`src/rtl/timer_counter_n.sv`:
```
// timer_counter_n: WIDTH-bit up/down timer with an internal power-of-two prescaler,
// auto-reload, one-shot mode and sticky overflow / underflow / compare-match flags.
// All state is updated on the rising edge of clk. Reset is synchronous and active-low.
module timer_counter_n #(
  parameter int WIDTH = 8,
  parameter int SEL_W = 2
) (
  input  logic             clk,
  input  logic             rst_n,
  input  logic [WIDTH-1:0] start_counter,
  input  logic [WIDTH-1:0] cmp_val,
  input  logic [SEL_W-1:0] clk_sel,
  input  logic             up_down,
  input  logic             load,
  input  logic             enable,
  input  logic             auto_reload,
  input  logic             one_shot,
  input  logic             clr_overflow,
  input  logic             clr_underflow,
  input  logic             clr_cmp,
  output logic [WIDTH-1:0] tcnt,
  output logic             overflow,
  output logic             underflow,
  output logic             cmp_match
);

  // The prescaler must be able to hold the largest terminal value 2^(2^SEL_W)-1.
  localparam int PSC_W = 1 << SEL_W;
  localparam logic [WIDTH-1:0] MAX = '1;

  logic [PSC_W-1:0] psc;
  logic             run;
  logic             active;
  logic             tick;
  logic [PSC_W:0]   one_hot;
  logic [PSC_W:0]   term_ext;
  logic [PSC_W-1:0] psc_term;
  logic [WIDTH-1:0] tcnt_nxt;
  logic             ovf_set;
  logic             udf_set;
  logic             cmp_set;

  // Terminal prescaler value 2^(clk_sel+1)-1; the select is widened so the top code does not wrap.
  assign one_hot  = {{PSC_W{1'b0}}, 1'b1} << ({1'b0, clk_sel} + 1'b1);
  assign term_ext = one_hot - {{PSC_W{1'b0}}, 1'b1};
  assign psc_term = term_ext[PSC_W-1:0];

  // A stopped one-shot freezes both the counter and the prescaler.
  assign active = ~one_shot | run;
  assign tick   = enable & active & (psc == psc_term);

  // Next count on a tick, including the wrap value and which wrap flag it raises.
  always_comb begin
    tcnt_nxt = tcnt;
    ovf_set  = 1'b0;
    udf_set  = 1'b0;
    if (up_down) begin
      if (tcnt == MAX) begin
        tcnt_nxt = auto_reload ? start_counter : '0;
        ovf_set  = 1'b1;
      end else begin
        tcnt_nxt = tcnt + 1'b1;
      end
    end else begin
      if (tcnt == '0) begin
        tcnt_nxt = auto_reload ? start_counter : MAX;
        udf_set  = 1'b1;
      end else begin
        tcnt_nxt = tcnt - 1'b1;
      end
    end
  end

  // A load masks every flag source, even when a tick lands on the same edge.
  assign cmp_set = tick & ~load & (tcnt_nxt == cmp_val);

  // Counter, prescaler and one-shot run state: reset > load > tick > prescale.
  always_ff @(posedge clk) begin
    if (!rst_n) begin
      tcnt <= '0;
      psc  <= '0;
      run  <= 1'b0;
    end else if (load) begin
      tcnt <= start_counter;
      psc  <= '0;
      run  <= 1'b1;
    end else if (tick) begin
      tcnt <= tcnt_nxt;
      psc  <= '0;
      if (one_shot && (ovf_set || udf_set)) begin
        run <= 1'b0;
      end
    end else if (enable && active) begin
      psc <= psc + 1'b1;
    end
  end

  // Sticky status flags: a set on the same edge as a clear takes precedence.
  always_ff @(posedge clk) begin
    if (!rst_n) begin
      overflow  <= 1'b0;
      underflow <= 1'b0;
      cmp_match <= 1'b0;
    end else begin
      overflow  <= (tick & ~load & ovf_set) | (overflow  & ~clr_overflow);
      underflow <= (tick & ~load & udf_set) | (underflow & ~clr_underflow);
      cmp_match <= cmp_set | (cmp_match & ~clr_cmp);
    end
  end

endmodule
```
`config.mk`:
```
export PLATFORM = sky130hd
export DESIGN_NAME = timer_counter_n
export DESIGN_NICKNAME = d
export VERILOG_FILES = /design/src/rtl/timer_counter_n.sv
export SDC_FILE = /design/constraint.sdc
export NUM_CORES = 1
export LEC_CHECK = 0
export CORE_UTILIZATION = 49
export DETAILED_ROUTE_END_ITERATION = 7
export PLACE_DENSITY = 0.8
export SYNTH_ARGS = -nofsm -noshare
export SYNTH_HDL_FRONTEND = slang
export SYNTH_SLANG_ARGS = --single-unit
```
`constraint.sdc`:
```
create_clock -name clk -period 2.6 [get_ports clk]
set_clock_uncertainty 0.2 [all_clocks]
set_input_delay 0.65 -clock clk [delete_from_list [all_inputs] [get_ports clk]]
set_output_delay 0.65 -clock clk [all_outputs]
set_load 0.005 [all_outputs]
```
# Word-level counts from Yosys, hierarchy flattened

Index checks and enable logic that the tools add are counted.

Register bits: 16
Input bits: 28
Logic and storage cells: 56

Add/subtract/negate cells: 5
Equal/unequal tests: 3
Shift operators: 1
Muxes and demuxes: 14
Bitwise operators: 19
Reduce and logical (&&, ||, !) cells: 8

Operators by type and width:

| operator                                         | number |
|---|---|
| two-way mux 8 bit                                | 7 |
| bitwise AND 1 bit                                | 9 |
| adder 8 x 1 -> 8 bit, second input constant      | 1 |
| == test 8 bit                                    | 1 |
| == test 8 bit, second input constant             | 1 |
| zero test 8 bit                                  | 1 |
| subtractor 8 x 1 -> 8 bit, second input constant | 1 |
| two-way mux 1 bit                                | 7 |
| NOT 1 bit                                        | 6 |
| adder 4 x 1 -> 4 bit, second input constant      | 1 |
| == test 4 bit                                    | 1 |
| bitwise OR 1 bit                                 | 4 |
| nonzero test 2 bit                               | 2 |
| << shifter 1 x 3 -> 4 bit, first input constant  | 1 |
| subtractor 4 x 1 -> 4 bit, second input constant | 1 |
| adder 2 x 1 -> 3 bit, second input constant      | 1 |
| OR reduction 3 bit                               | 1 |
| logical AND 1 bit                                | 2 |
| AND reduction 2 bit                              | 1 |
| logical OR 1 bit                                 | 1 |

# Longest topological paths before layout

Gate-level depths: netlist of the first run.

Depth after elaboration: 8
Mapped depth: 9
Gate-level depth less buffers: 9

# Least setup slack after synthesis of the first run

Ideal clock, no wire load.

Path kind: register to register
From: register tcnt[0]
To: register tcnt[0]
Library setup time: 0.115 ns
Arrival time: 2.144 ns
Data required time: 2.285 ns
Slack: 0.141 ns
Cell stages (with the launch flop): 10
Path buffers: 0
Period minus slack after synthesis: 2.459 ns
Cells stage by stage: dfxtp_1 inv_1 ha_1 or3b_2 nor3_4 a21oi_2 a222oi_1 mux2_2 o21ai_0 and2_1

Word-level cells in the longest chain between the ends: 5
Elaborated cells between the ends (all ways): 9
Those cells by class: 2 x add/sub; 1 x eq/ne; 5 x mux; 1 x reduce/logical

Ends and longest elaborated chain:

| what                                                    | RTL line | RTL |
|---|---|---|
| from (decl)                                             | 21       | `output logic [WIDTH-1:0] tcnt,` |
| from (signal assigned)                                  | 84       | `tcnt <= start_counter;` |
| from (signal assigned)                                  | 88       | `tcnt <= tcnt_nxt;` |
| subtractor 8 x 1 -> 8 bit, or another cell as far along | 69       | `tcnt_nxt = tcnt - 1'b1;` |
| two-way mux 8 bit, on equally long branches             | 65, 58   |  |
| two-way mux 8 bit *                                     | 57       | `if (up_down) begin` |
| two-way mux 8 bit *                                     | 87       | `end else if (tick) begin` |
| two-way mux 8 bit *                                     | 83       | `end else if (load) begin` |

Every way passes the cells marked *; elsewhere a longest branch is shown, timed or not. The select of a mux whose other input is x is not followed.
A chain may end at the register's enable or synchronous reset.

# Final worst setup path of the first run

From: input up_down
To: register cmp_match

Word-level cells in the longest chain between the ends: 4

Ends and longest elaborated chain:

| what                 | RTL line | RTL |
|---|---|---|
| from (decl)          | 13       | `input logic up_down,` |
| two-way mux 8 bit    | 57       |  |
| == test 8 bit        | 75       | `assign cmp_set = tick & ~load & (tcnt_nxt == cmp_val);` |
| bitwise AND 1 bit    | 75       |  |
| bitwise OR 1 bit     | 107      | `cmp_match <= cmp_set \| (cmp_match & ~clr_cmp);` |
| to (signal assigned) | 107      |  |
| to (decl)            | 24       | `output logic cmp_match` |

No other way between the ends.

==> reports/metrics.csv, run 1 <==
stage;metric;value;unit
synthesis;synth_cell_types;55;
clock_network;cts_root_buffer;clkbuf_4;
power_and_ir_drop;p_per_area;330.0;nW/µm²
drt;drc;0;
clock_network;cts_tree;yes;
drt;ant_nets;0;
drt;vias;1796;
setup_path;path_max_fanout;6;
die;fp.dieH;58.41;µm
synthesis;syn_nets;234;
finish;final_common_cell;clkdlybuf4s50_1;
setup_path;path_class;in2reg;
finish;area_growth;45.75;%
synthesis;yosysTopAreaCellShare;0.2055;
synthesis;synthCells;202;
synthesis;synth-main-ff-cell;dfxtp_1;
global_route;grt_max_degree;12;
setup_path;required;2.64;ns
setup_path;endpoint_kind;register;
power_and_ir_drop;ir_worst_vdd;0.2413;mV
clock_network;cts_num_sinks;16;
setup_path;arrival;2.48;ns
timing;finalSetupViolCount;0;
synthesis;synth_top_area_cell;dfxtp_1;
setup_path;start_kind;input pin;
placement;gp_congestion;0.9660;
drt;drt_wl_total;4592;µm
die;die_w;58.41;µm
placement;dp_hpwl;3522;µm
drt;firstDrtPassIters;5;
clock_network;h-tree-depth;1;
die;initial_core_util;0.5149;
global_route;grt_usage;0.2815;
timing;slew_headroom;0.7604;
timing;hold_violations;0;
timing;timing.final.ws_setup;0.1621;ns
power_and_ir_drop;p_leak;0.9057;nW
synthesis;syn_avg_cell_area;7.718;µm²
synthesis;synthTopCellsByArea;dfxtp_1, xnor2_1, mux2i_1;
timing;post-route-min-period;2.438;ns
timing;worstMarginPinSlew;0.3587;ns
outcome;run_status;finished, final reports clean;
drt;drt_first_iter_violations;131;
finish;fill_cells;237;
clock_network;cts.path.max_buffers;2;
die;io_pins;39;
timing;fmax;410.2;MHz
hold_path;worstHoldPathType;reg2reg;
global_route;gr-total-overflow;0;
die;fp-row-count;20;
global_route;grt_pass1_vias;1625;
drt;wl_per_cell;14.86;µm
synthesis;yosysSeqAreaShare;0.2055;
timing;maxSlewViolCount;0;
finish;nets;298;
run;maxCapViolations;0;
clock_network;ctsHoldBuffers;0;
clock_network;clk_pin_slew_worst_paths;0.10;ns
global_route;grt_first_pass_wirelength;7369;µm
die;dieArea;3411;µm²
placement;port-buffer-count;38;
placement;dp_worst_setup_slack;-0.2744;ns
synthesis;ys_ff_latch;16;
clock_network;clock_latency;0.30;ns
power_and_ir_drop;power;0.7498;mW
timing;period_share;0.9377;
global_route;antenna_found_initial;0;
die;coreArea;3028;µm²
synthesis;synth-edff-count;0;
finish;drive_gt1_frac;0.2075;
finish;layout_common_cells;clkdlybuf4s50_1, buf_4, nor2_1;
clock_network;numCtsBuffers;3;
drt;routed_via_density;5.812;
synthesis;ys_async_sr_fraction;0;
finish;diodes;0;
synthesis;ys_warn_count;0;
synthesis;syn_area;1559;µm²
-- cell usage after synthesis, drive strengths merged, types with 6 or more instances --
library cell / instances
nand3: 6
nor3: 8
dfxtp: 16
xnor2: 11
and3: 7
mux2i: 6
a21oi: 12
nor2: 16
o21ai: 13
nand2: 9
inv: 13
-- per-stage QoR --
step / setup TNS [ns] / instance area (µm²) / std cells / hold WS, ns / util
3_5_place_dp: -1.464 / 2148 / 302 / 0.2737 / 0.7095
5_1_grt: -0.01514 / 2272 / 309 / 0.3447 / 0.7504
3_3_place_gp: -1.060 / 2148 / 302 / 0.2719 / 0.7095
2_1_floorplan: 0 / 1559 / 202 / 0.2683 / -
6_report: 0 / 2272 / 309 / 0.2897 / 0.7504
4_1_cts: -0.01872 / 2192 / 307 / 0.2898 / 0.7240
-- power breakdown --
group / leakage [nW] / switching, mW / internal (mW)
sequential: 0.132 / 0.0170 / 0.255
combinational: 0.753 / 0.139 / 0.166
clock: 0.0210 / 0.0869 / 0.0855
total: 0.906 / 0.243 / 0.506
-- final cells by class --
cell class              count  area (µm²)  share of cell area
repair buffers             68       616.8              0.2715
flip-flops and latches     16       322.8              0.1421
inverters                  13       48.80             0.02148
multi-input cells         164        1192              0.5248
well taps                  44       55.05             0.02423
clock buffers               4       36.28             0.01597
-- state kept, by name, indices dropped and copies added (netlist names) --
name	count
overflow	1
psc	4
cmp_match	1
underflow	1
run	1
tcnt	8
-- worst max-delay path, stage by stage --
cell	delay [ns]
clkdlybuf4s50_1	0.48
buf_4	0.20
a31o_2	0.23
a222oi_1	0.27
buf_4	0.17
buf_4	0.10
xor2_1	0.15
nand4_1	0.10
o21ai_1	0.13
-- per-layer routing --
| metal | vias to the layer above | global-route usage | routed length, µm |
|---|---|---|---|
| met3 | 12 | 0.02637 | 339 |
| met5 | - | 0 | 0 |
| li1 | 875 | - | - |
| met1 | 828 | 0.3708 | 1975 |
| met2 | 81 | 0.4795 | 2161 |
| met4 | 0 | 0.1020 | 115 |
-- worst paths after layout --
path | slack, ns | end | startpoint | depth (start not counted)
setup reg to reg | 0.16 | cmp_match$_SDFF_PN0_ | tcnt[2]$_SDFFE_PN0P_ | 8
hold / removal | 0.29 | cmp_match$_SDFF_PN0_ | cmp_match$_SDFF_PN0_ | 2
setup / recovery | 0.16 | cmp_match$_SDFF_PN0_ | up_down | 9
hold reg to reg | 0.29 | cmp_match$_SDFF_PN0_ | cmp_match$_SDFF_PN0_ | 2
-- cells by family (layout without fill, tap and decap cells) --
kind of cell	after synthesis	in the layout	share of synthesized area
adder cells (fa/ha/maj)	4	4	0.03210
XOR/XNOR	16	16	0.08988
AND/OR/NAND/NOR	85	85	0.3282
flip-flops	16	16	0.2055
AO/OA/AOI/OAI	52	52	0.2360
multiplexers	7	7	0.04575
buffers and inverters	22	85	0.06260
-- what timing repair did --
item                                    CTS  global route
buffers inserted                          1             2
gates resized for setup                   0            17
pin swaps                                 1             5
endpoints found under the setup margin    2             3
No activity file was read; power rests on OpenSTA's default activity.
==> inputs of run 2 (changes only) <==
CELL_PAD_IN_SITES_DETAIL_PLACEMENT = 1   (was not set)
CELL_PAD_IN_SITES_GLOBAL_PLACEMENT = 2   (was not set)
CORE_UTILIZATION = 28   (was 49)
PLACE_DENSITY = not set   (was 0.8)
PLACE_DENSITY_LB_ADDON = 0.1   (was not set)
==> run 2 against run 1 <==
Net effect:
- critical path depth increased by 2
- die area up 72%
- non-clock buffer count is 8 higher
- via count grew 1.4%
- worst hold slack lost 0.0071 ns
- design area increased by 4.9%
- power increased by 5.2%
- first-iteration DRC count decreased by 37%
- register-to-register slack got worse by 0.07 ns
==> reports/metrics.csv, run 2 (synthesis results as in run 1) <==
stage;metric;value;unit
power_and_ir_drop;p_leak;0.9578;nW
timing;tns;0;ns
clock_network;ctsHoldBuffers;0;
drt;vias;1822;
die;die_w;76.62;µm
clock_network;cts.path.max_buffers;2;
drt;drt_first_iter_violations;82;
clock_network;numCtsBuffers;3;
clock_network;clk_pin_slew_worst_paths;0.07;ns
finish;largestRegisters;tcnt x8, psc x4;
setup_path;endpoint_kind;register;
setup_path;r2r-start;tcnt[0]$_SDFFE_PN0P_;
finish;layout_common_cells;buf_4, clkdlybuf4s50_1, nor2_1;
die;io_pins;39;
global_route;grt_usage;0.2010;
clock_network;clock_latency;0.25;ns
die;dieArea;5870;µm²
die;fp-row-count;26;
setup_path;required;2.59;ns
timing;whs;0.2826;ns
global_route;grt_first_pass_wirelength;9390;µm
drt;ant_nets;0;
timing;hold_violations;0;
timing;slew_headroom;0.7414;
finish;final_common_cell;buf_4;
finish;design_area;2384;µm²
die;initial_core_util;0.2977;
clock_network;cts_tree;yes;
setup_path;path_delay_family;compound AO/OA/AOI/OAI gates;
hold_path;hp-start;underflow$_SDFF_PN0_;
power_and_ir_drop;p_per_area;330.9;nW/µm²
drt;drc;0;
placement;placed_area;2241;µm²
placement;port-buffer-count;38;
placement;gp_congestion;0.8148;
timing;rsz0062_at_grt;yes;
global_route;grt_pass1_vias;1938;
finish;top_register;tcnt;
timing;worstMarginPinSlew;0.3874;ns
global_route;grt_max_degree;12;
setup_path;start_kind;register;
finish;drive_gt1_frac;0.2390;
drt;routed_via_density;5.327;
clock_network;cts_num_sinks;16;
timing;finalSetupViolCount;0;
finish;area_growth;52.89;%
setup_path;max_stage_delay;0.39;ns
hold_path;worstHoldPathType;reg2reg;
die;coreArea;5238;µm²
outcome;run_status;finished, final reports clean;
finish;diodes;0;
timing;fmax;398.9;MHz
finish;largest_register_ffs;8;
timing;post-route-min-period;2.507;ns
finish;nets;306;
placement;dp_hpwl;4605;µm
setup_path;path_class;reg2reg;
global_route;antenna_found_initial;0;
drt;wl_per_cell;16.69;µm
timing;period_share;0.9641;
setup_path;path_common_cell;buf_4;
power_and_ir_drop;ir_worst_vdd;0.1878;mV
timing;maxSlewViolCount;0;
clock_network;h-tree-depth;1;
setup_path;cp_slowest_cell;a222oi_1;
drt;drt_wl_total;5708;µm
setup_path;crit_path_start;tcnt[0]$_SDFFE_PN0P_;
global_route;gr-total-overflow;0;
die;fp.dieH;76.62;µm
setup_path;crit_chain;inv_1 -> ha_2 -> or3b_4 -> nor3_4 -> buf_4 -> buf_4 -> a222oi_1 -> buf_4 -> xor2_1 -> nand4_1 -> o21ai_1;
clock_network;cts_root_buffer;clkbuf_8;
setup_path;path_max_fanout;6;
drt;firstDrtPassIters;4;
run;maxCapViolations;0;
setup_path;arrival;2.49;ns
power_and_ir_drop;power;0.7887;mW
setup_path;path_buf_inv;4;
## run 2: cell count changes in the layout (fill, tap and decap cells not counted), sizes merged
| cell | delta |
|---|---|
| clkdlybuf4s50 | -3 |
| dlymetal6s2s | +1 |
| clkbuf | -1 |
| dlygate4sd2 | +2 |
| buf | +8 |
## run 2: stage by stage
stage	std cells	util	setup WS, ns
after CTS	342	0.4446	0.003194
after global placement	336	0.4279	-0.3697
final	342	0.4551	0.09323
after detailed placement	336	0.4279	-0.4416
after global routing	342	0.4551	-0.01040
after floorplan	202	-	0.1410
## run 2: cell type report
cell class | instances | area, µm²
fill | 630 | 2854
tap | 70 | 87.58
multi-input combinational | 164 | 1206
clock buffer | 3 | 41.29
sequential | 16 | 326.6
timing repair buffer | 76 | 673.1
inverter | 13 | 48.80
## run 2: worst register-to-register path: cells and delay by family, from the launching register on
family | cells | cell delay (ns)
AO/OA/AOI/OAI | 2 | 0.55
buffers and inverters | 4 | 0.53
AND/OR/NAND/NOR | 3 | 0.41
flip-flops | 1 | 0.38
adder cells (fa/ha/maj) | 1 | 0.21
XOR/XNOR | 1 | 0.15
## run 2: final timing paths
kind | endpoint | slack (ns) | depth (start not counted)
setup / recovery | cmp_match$_SDFF_PN0_ | 0.09 | 11
setup reg to reg | cmp_match$_SDFF_PN0_ | 0.09 | 11
hold / removal | underflow$_SDFF_PN0_ | 0.28 | 2
hold reg to reg | underflow$_SDFF_PN0_ | 0.28 | 2
## run 2: power breakdown
part | total, mW | switching (mW) | internal [mW]
Combinational | 0.319 | 0.145 | 0.174
Sequential | 0.275 | 0.0204 | 0.255
Clock | 0.195 | 0.0916 | 0.103
## run 2: repair_timing
item / CTS / global route
hold endpoints to repair: 0 / 0
resized for setup: 7 / 18
pin swaps: 3 / 11
setup endpoints to repair: 3 / 4
buffers inserted: 3 / 0
## run 2: layer usage
metal,up-vias,global-route usage,share of wire
li1,888,-,-
met2,39,0.3757,0.51
met5,-,0,0
met4,0,0.05769,0.014
met1,886,0.2324,0.44
met3,9,0.03234,0.036
